===== config.mk =====
export PLATFORM = sky130hd
export DESIGN_NAME = raw_hazard_scoreboard_flat
export DESIGN_NICKNAME = d
export VERILOG_FILES = /design/src/rtl/raw_hazard_scoreboard_if.sv /design/src/rtl/raw_hazard_scoreboard.sv /design/src/flat_wrapper.sv
export SDC_FILE = /design/constraint.sdc
export NUM_CORES = 1
export LEC_CHECK = 0
export BUFFER_PORTS_ARGS = -buffer_cell sky130_fd_sc_hd__buf_2
export CORE_UTILIZATION = 50
export CTS_BUF_LIST = sky130_fd_sc_hd__clkbuf_2 sky130_fd_sc_hd__clkbuf_4 sky130_fd_sc_hd__clkbuf_8
export CTS_CLUSTER_SIZE = 10
export DETAILED_ROUTE_END_ITERATION = 16
export PLACE_DENSITY = 0.74
export SLEW_MARGIN = 40
export SYNTH_ARGS = -nofsm -noshare
export SYNTH_HDL_FRONTEND = slang
export SYNTH_SLANG_ARGS = --single-unit

===== constraint.sdc =====
create_clock -name clk -period 3.3 [get_ports clk]
set_input_delay 0.33 -clock clk [delete_from_list [all_inputs] [get_ports clk]]
set_output_delay 0.33 -clock clk [all_outputs]
set_load 0.005 [all_outputs]

===== src/rtl/raw_hazard_scoreboard_if.sv =====
// rtl/raw_hazard_scoreboard_if.sv - read-stage / writeback bundle for the RAW hazard scoreboard
// master: pipeline side driving the presented instruction and writebacks; slave: the scoreboard.
interface raw_hazard_scoreboard_if;
    logic [31:0] IR;
    logic        v_in;
    logic        issue;
    logic        v_wb;
    logic [4:0]  WB_address;
    logic        stall;
    logic        busy;
    logic [31:0] pending_mask;
    logic        err;

    modport master (
        output IR,
        output v_in,
        output issue,
        output v_wb,
        output WB_address,
        input  stall,
        input  busy,
        input  pending_mask,
        input  err
    );

    modport slave (
        input  IR,
        input  v_in,
        input  issue,
        input  v_wb,
        input  WB_address,
        output stall,
        output busy,
        output pending_mask,
        output err
    );
endinterface


===== src/rtl/raw_hazard_scoreboard.sv =====
// rtl/raw_hazard_scoreboard.sv - per-register in-flight write counters driving the read-stage stall
// Optional SCOREBOARD_WB_BYPASS_EN: a source whose last pending write is retiring this cycle does not stall.
module raw_hazard_scoreboard #(
    parameter int CNT_W    = 2,
    parameter int HOLD_CYC = 2
) (
    input  logic                    clk,
    input  logic                    rst,
    raw_hazard_scoreboard_if.slave  sb
);
    localparam logic [6:0] OP_LUI    = 7'b0110111;
    localparam logic [6:0] OP_AUIPC  = 7'b0010111;
    localparam logic [6:0] OP_JAL    = 7'b1101111;
    localparam logic [6:0] OP_JALR   = 7'b1100111;
    localparam logic [6:0] OP_BRANCH = 7'b1100011;
    localparam logic [6:0] OP_LOAD   = 7'b0000011;
    localparam logic [6:0] OP_STORE  = 7'b0100011;
    localparam logic [6:0] OP_IMM    = 7'b0010011;
    localparam logic [6:0] OP_OP     = 7'b0110011;
    localparam logic [6:0] OP_FENCE  = 7'b0001111;
    localparam logic [6:0] OP_SYSTEM = 7'b1110011;

    localparam logic [CNT_W-1:0] CNT_MAX  = {CNT_W{1'b1}};
    localparam logic [CNT_W-1:0] CNT_ONE  = CNT_W'(1);
    localparam logic [3:0]       HOLD_LD  = 4'(HOLD_CYC);

    typedef enum logic [1:0] {
        RUN   = 2'd0,
        DRAIN = 2'd1,
        HOLD  = 2'd2
    } state_t;

    state_t           state, state_next;
    logic [3:0]       hold_cnt, hold_next;
    logic [CNT_W-1:0] cnt      [32];
    logic [CNT_W-1:0] cnt_next [32];
    logic [31:0]      mask_q, mask_next;
    logic             busy_q;
    logic             err_q, err_next;
    logic             stall_c;

    logic [6:0] opcode;
    logic [4:0] rd, rs1, rs2;
    logic       writes_rd, uses_rs1, uses_rs2, serialising;
    logic       inc_en, wb_hit, wb_cnt_zero;
    logic       raw, ovf, raw1, raw2, byp1, byp2;
    logic       unused_ir;

    assign opcode = sb.IR[6:0];
    assign rd     = sb.IR[11:7];
    assign rs1    = sb.IR[19:15];
    assign rs2    = sb.IR[24:20];
    assign unused_ir = ^{sb.IR[31:25], sb.IR[14:12]};

    always_comb begin
        writes_rd   = 1'b0;
        uses_rs1    = 1'b0;
        uses_rs2    = 1'b0;
        serialising = 1'b0;
        unique case (opcode)
            OP_LUI, OP_AUIPC, OP_JAL: writes_rd = 1'b1;
            OP_JALR, OP_LOAD, OP_IMM: begin
                writes_rd = 1'b1;
                uses_rs1  = 1'b1;
            end
            OP_OP: begin
                writes_rd = 1'b1;
                uses_rs1  = 1'b1;
                uses_rs2  = 1'b1;
            end
            OP_BRANCH, OP_STORE: begin
                uses_rs1 = 1'b1;
                uses_rs2 = 1'b1;
            end
            OP_FENCE, OP_SYSTEM: serialising = 1'b1;
            default: ;
        endcase
    end

    assign inc_en      = sb.issue && writes_rd && (rd != 5'd0);
    assign wb_cnt_zero = (cnt[sb.WB_address] == '0);
    assign wb_hit      = sb.v_wb && (sb.WB_address != 5'd0) && !wb_cnt_zero;

    // A write retiring on the bus this cycle is forwarded by the read stage, so its
    // last outstanding instance no longer blocks the consumer.
`ifdef SCOREBOARD_WB_BYPASS_EN
    assign byp1 = sb.v_wb && (sb.WB_address == rs1) && (cnt[rs1] == CNT_ONE);
    assign byp2 = sb.v_wb && (sb.WB_address == rs2) && (cnt[rs2] == CNT_ONE);
`else
    assign byp1 = 1'b0;
    assign byp2 = 1'b0;
`endif

    assign raw1 = uses_rs1 && (rs1 != 5'd0) && (cnt[rs1] != '0) && !byp1;
    assign raw2 = uses_rs2 && (rs2 != 5'd0) && (cnt[rs2] != '0) && !byp2;
    assign raw  = sb.v_in && (raw1 || raw2);
    assign ovf  = sb.v_in && writes_rd && (rd != 5'd0) && (cnt[rd] == CNT_MAX);

    always_comb begin
        for (int i = 0; i < 32; i++) begin
            cnt_next[i] = cnt[i];
        end
        for (int i = 1; i < 32; i++) begin
            logic inc_i, dec_i;
            inc_i = inc_en && (rd == 5'(i));
            dec_i = wb_hit && (sb.WB_address == 5'(i));
            if (inc_i && !dec_i && (cnt[i] != CNT_MAX)) begin
                cnt_next[i] = cnt[i] + CNT_ONE;
            end else if (dec_i && !inc_i) begin
                cnt_next[i] = cnt[i] - CNT_ONE;
            end
        end
        cnt_next[0] = '0;
    end

    always_comb begin
        mask_next = '0;
        for (int i = 1; i < 32; i++) begin
            mask_next[i] = (cnt_next[i] != '0);
        end
    end

    always_comb begin
        state_next = state;
        hold_next  = hold_cnt;
        stall_c    = 1'b0;
        unique case (state)
            RUN: begin
                stall_c = raw || ovf || (sb.v_in && serialising && busy_q);
                if (sb.v_in && serialising && busy_q) begin
                    state_next = DRAIN;
                end else if (sb.issue && serialising && !busy_q) begin
                    state_next = HOLD;
                    hold_next  = HOLD_LD;
                end
            end
            DRAIN: begin
                if (busy_q) begin
                    stall_c = 1'b1;
                end else begin
                    stall_c = raw || ovf;
                    if (sb.issue && serialising) begin
                        state_next = HOLD;
                        hold_next  = HOLD_LD;
                    end else begin
                        state_next = RUN;
                    end
                end
            end
            HOLD: begin
                stall_c = 1'b1;
                if (hold_cnt <= 4'd1) begin
                    state_next = RUN;
                    hold_next  = 4'd0;
                end else begin
                    hold_next = hold_cnt - 4'd1;
                end
            end
            default: begin
                state_next = RUN;
                hold_next  = 4'd0;
            end
        endcase
    end

    assign err_next = err_q
                    || (sb.issue && stall_c)
                    || (sb.v_wb && wb_cnt_zero);

    always_ff @(posedge clk) begin
        if (rst) begin
            state    <= RUN;
            hold_cnt <= 4'd0;
            mask_q   <= '0;
            busy_q   <= 1'b0;
            err_q    <= 1'b0;
            for (int i = 0; i < 32; i++) begin
                cnt[i] <= '0;
            end
        end else begin
            state    <= state_next;
            hold_cnt <= hold_next;
            mask_q   <= mask_next;
            busy_q   <= |mask_next;
            err_q    <= err_next;
            for (int i = 0; i < 32; i++) begin
                cnt[i] <= cnt_next[i];
            end
        end
    end

    assign sb.stall        = stall_c;
    assign sb.busy         = busy_q;
    assign sb.pending_mask = mask_q;
    assign sb.err          = err_q;
endmodule


===== src/flat_wrapper.sv =====
// flat-port wrapper written by rule: the top's interface ports become plain ports
module raw_hazard_scoreboard_flat 
#(
    parameter int CNT_W    = 2,
    parameter int HOLD_CYC = 2
)
  (clk, rst, sb_IR, sb_v_in, sb_issue, sb_v_wb, sb_WB_address, sb_stall, sb_busy, sb_pending_mask, sb_err);
  raw_hazard_scoreboard_if sb_i ();
  input  logic clk;
  input  logic rst;
  input wire logic [$bits(sb_i.IR)-1:0] sb_IR;
  input wire logic [$bits(sb_i.v_in)-1:0] sb_v_in;
  input wire logic [$bits(sb_i.issue)-1:0] sb_issue;
  input wire logic [$bits(sb_i.v_wb)-1:0] sb_v_wb;
  input wire logic [$bits(sb_i.WB_address)-1:0] sb_WB_address;
  output wire logic [$bits(sb_i.stall)-1:0] sb_stall;
  output wire logic [$bits(sb_i.busy)-1:0] sb_busy;
  output wire logic [$bits(sb_i.pending_mask)-1:0] sb_pending_mask;
  output wire logic [$bits(sb_i.err)-1:0] sb_err;
  assign sb_i.IR = sb_IR;
  assign sb_i.v_in = sb_v_in;
  assign sb_i.issue = sb_issue;
  assign sb_i.v_wb = sb_v_wb;
  assign sb_i.WB_address = sb_WB_address;
  assign sb_stall = sb_i.stall;
  assign sb_busy = sb_i.busy;
  assign sb_pending_mask = sb_i.pending_mask;
  assign sb_err = sb_i.err;
  raw_hazard_scoreboard #(.CNT_W(CNT_W), .HOLD_CYC(HOLD_CYC)) u_core (.clk(clk), .rst(rst), .sb(sb_i));
endmodule

==> summary.md <==
| Metric | Value |
|---|---|
| Synth area leaders | dfxtp_1 (26%), nor2_1 (7.1%), mux4_2 (5.5%) |
| Fin nets | between 1000 and 1500 |
| VDD IR max | ~0.30 mV |
| Synthesized area | approximately 0.0078 mm² |
| Htree depth | 3 |
| Lkg Pwr | between 4 and 5 nW |
| Synth Register Bits | between 100 and 150 |
| Vias per Instance | around 6.3 |
| Max Cap Viol | 0 |
| Pwr dens | about 300 mW/mm² |
| Synth Flop Type | dfxtp_1 |
| Core ar. | ~0.015 mm² |
| Top-area cell type share of the netlist area | 0.259 |
| Status | complete, no violations |
| Num rows | 45 |
| Area grow syn2layout | 32.2% |
| Final Cell Area | 0.0103 mm² |
| Non-filler cells, final | 1457 |
| Multi-input gate area | ~0.0055 mm² |
| Residual DRC | 0 |
| Num CTS Buffers | 9 |
| Final ANT Viol Nets | 0 |
| Crit end category | primary output |
| Average wire per cell in the routed design | 20.4 µm |
| Fmax | 0.309 GHz |
| Logic pwr share | 0.287 |
| Die Y | around 130 µm |
| Switching pwr | around 0.0010 W |
| CP arrival | 2.91 ns |
| Die Area | between 0.015 and 0.02 mm² |
| Fraction of the yosys area taken by sequential cells | 0.259 |
| Vias in the first global route | roughly 8600 |
| Warnings from Yosys | 0 |
| Min Tclk post-route | roughly 3.2 ns |
| Largest area contributor in the netlist | dfxtp_1 |
| Syn nets | between 1000 and 1500 |
| Clock slew at reported path FFs | ~0.11 ns |
| Dpl ws | -0.221 ns |
| Starting Density | 0.513 |
| Worst setup path category | flop to primary output |
| Fin worst setup slack | slightly below 0.06 ns |
| Die Wd | between 100 and 150 µm |
| Initial antenna violation count | 0 |
| Fillers | about 1300 |
| Critical path launch point type | flop |
| Syn avg cell area | roughly 8.0 µm² |
| Total setup buffers inserted after CTS | 0 |
| Hold Crit Class | primary input to flop |
| Via count | just over 9000 |
| Fraction of registers with async set/reset | 0 |
| First-pass GRT wire length | roughly 45000 µm |
| Clk Tree Root Cell | clkbuf_8 |
| Endpoints failing setup | 0 |
| EDFF count, synth | 0 |
| Clk_skew | between 0.009 and 0.01 ns |
| Yosys cell types | slightly above 90 |
| Power share of the sequential group | 0.429 |
| GRT Util Overall | 0.370 |
| Drt first-iter violations | between 1000 and 1500 |
| Final hold violations | 0 |
| Share of layout cells above drive strength 1 | 0.319 |
| Clk network pwr share | 0.284 |
| Power Internal | 0.00204 W |
| Relative slew slack | 0.511 |
| Largest net degree at the start of global routing | 44 |
| Sequential Area | 0.00202 mm² |
| DP Cell Count | about 1400 |
| Diodes inserted | 0 |
| RePlAce Congestion | roughly 1.0 |
| Grt total ovfl | 0 |
| Cells after synthesis | just under 1000 |
| Number of buffers added on ports | 65 |
| Clk sinks | 101 |
| Drt first pass iters | 6 |
| Setup Total Neg Slack | 0 ns |
| Critical path peak fanout | 6 |
| Placed Area | 0.0101 mm² |
| Slew Limit Fails | 0 |
| Worst Path Required | 2.97 ns |
| Num ports | 77 |
| CTS tree | built |
| Worst slew pin tran | 0.734 ns |
| DP HPWL | 23800 µm |
| Worst-case clock buffer depth | 2 |
| Routed WL | 29700 µm |
| Fin crit share | 0.982 |
| Sw Share | 0.334 |
| Clock latency on the worst-skew pair | between 0.4 and 0.5 ns |
[critical path: stages, from the launching register on]
cell and delay [ns]:
dfxtp_1 0.36, buf_4 0.17, nand3_1 0.13, o21ai_0 0.13, mux4_2 0.52, mux4_2 0.46
o21ai_0 0.14, nand2_1 0.17, o31a_1 0.29, buf_2 0.14
[power by group through the flow]
stage,registers [W],logic [W],clock network (W)
floorplan,0.00135,0.000427,0
global placement,0.00134,0.000821,0
detailed placement,0.00134,0.000835,0
CTS,0.00131,0.000840,0.000877
global route,0.00132,0.000932,0.000919
finish,0.00131,0.000877,0.000867
[sequential cells by signal, summed over array words and instances (netlist names)]
name	cells
u_core.state	2
u_core.cnt	62
u_core.sb.busy	1
u_core.hold_cnt	4
u_core.sb.err	1
u_core.sb.pending_mask	31
[path summary, 6_finish.rpt]
kind | startpoint | end | slack, ns | cells past startpoint
hold reg to reg | u_core.sb.err$_SDFF_PP0_ | u_core.sb.err$_SDFF_PP0_ | 0.48 | 2
setup reg to reg | u_core.cnt[22][0]$_SDFF_PP0_ | u_core.sb.busy$_SDFF_PP0_ | 0.08 | 12
hold / removal | sb_v_wb | u_core.sb.err$_SDFF_PP0_ | 0.28 | 3
setup / recovery | u_core.cnt[6][0]$_SDFF_PP0_ | sb_stall | 0.06 | 9
[cell type report]
| cell class | instances | area share |
|---|---|---|
| clock buffer | 9 | 0.0120 |
| timing repair buffer | 317 | 0.216 |
| clock inverter | 7 | 0.00800 |
| sequential | 101 | 0.196 |
| multi-input combinational | 809 | 0.536 |
| tap | 188 | 0.0228 |
| inverter | 26 | 0.00946 |
[routing by layer]
layer / wire, µm / track usage / vias up
met4: 1490 / 0.183 / 0
li1: - / - / 4252
met5: 0 / 0 / -
met3: 3570 / 0.106 / 128
met1: 11900 / 0.472 / 4277
met2: 12700 / 0.572 / 591
[cells in the mapped netlist, types with 9 or more instances]
cell type and count:
nor4_1 14, nor3_1 35, nand2_1 62, o31ai_1 9, nor2_1 147, a211oi_1 13
a21oi_1 52, mux4_2 19, xnor2_1 13, o211ai_1 9, dfxtp_1 101, o21ai_0 50
or4_1 9, or2_2 17, mux2i_1 21, nand2b_1 13, a31oi_1 24, a221oi_1 9
or3_1 12, ha_1 33, xor2_1 18, clkbuf_1 27, and2_1 12, nor2b_1 19
inv_1 26, nand3_1 40
[metrics by stage]
step,hold slack (ns),utilization,total power (W)
floorplan,0.409,-,0.00178
global placement,0.462,0.661,0.00216
detailed placement,0.460,0.661,0.00217
CTS,0.269,0.675,0.00303
global route,0.273,0.679,0.00317
finish,0.280,0.679,0.00306
[cell usage in the layout, fill, tap and decap left out, drive strengths merged, types with 6 or more instances in the layout]
cell type / n
a211oi: 15
a21boi: 7
a21oi: 52
a221oi: 9
a22o: 8
a311oi: 8
a31oi: 26
and2: 12
buf: 317
clkbuf: 9
dfxtp: 101
ha: 33
inv: 28
mux2i: 21
mux4: 19
nand2: 63
nand2b: 14
nand3: 40
nand4: 8
nor2: 148
nor2b: 19
nor3: 39
nor4: 15
nor4b: 9
o2111ai: 8
o211ai: 9
o21ai: 53
o21bai: 6
o31ai: 9
or2: 21
or3: 13
or4: 10
xnor2: 13
xor2: 18
[cells by family after synthesis]
| family | share of synthesized area |
|---|---|
| other | 0.000481 |
| adders and majority gates | 0.0529 |
| AOI/OAI and AO/OA | 0.240 |
| and+or+nand+nor | 0.291 |
| DFF | 0.259 |
| xor gates and xnor gates | 0.0348 |
| buffers and inverters | 0.0401 |
| muxes | 0.0818 |
[what timing repair did]
item / in CTS / in global routing
endpoints found under the setup margin: 0 / 1
gates resized for setup: 0 / 10
hold buffers: 0 / 0
Note: power is estimated with default switching activity, not from simulation.
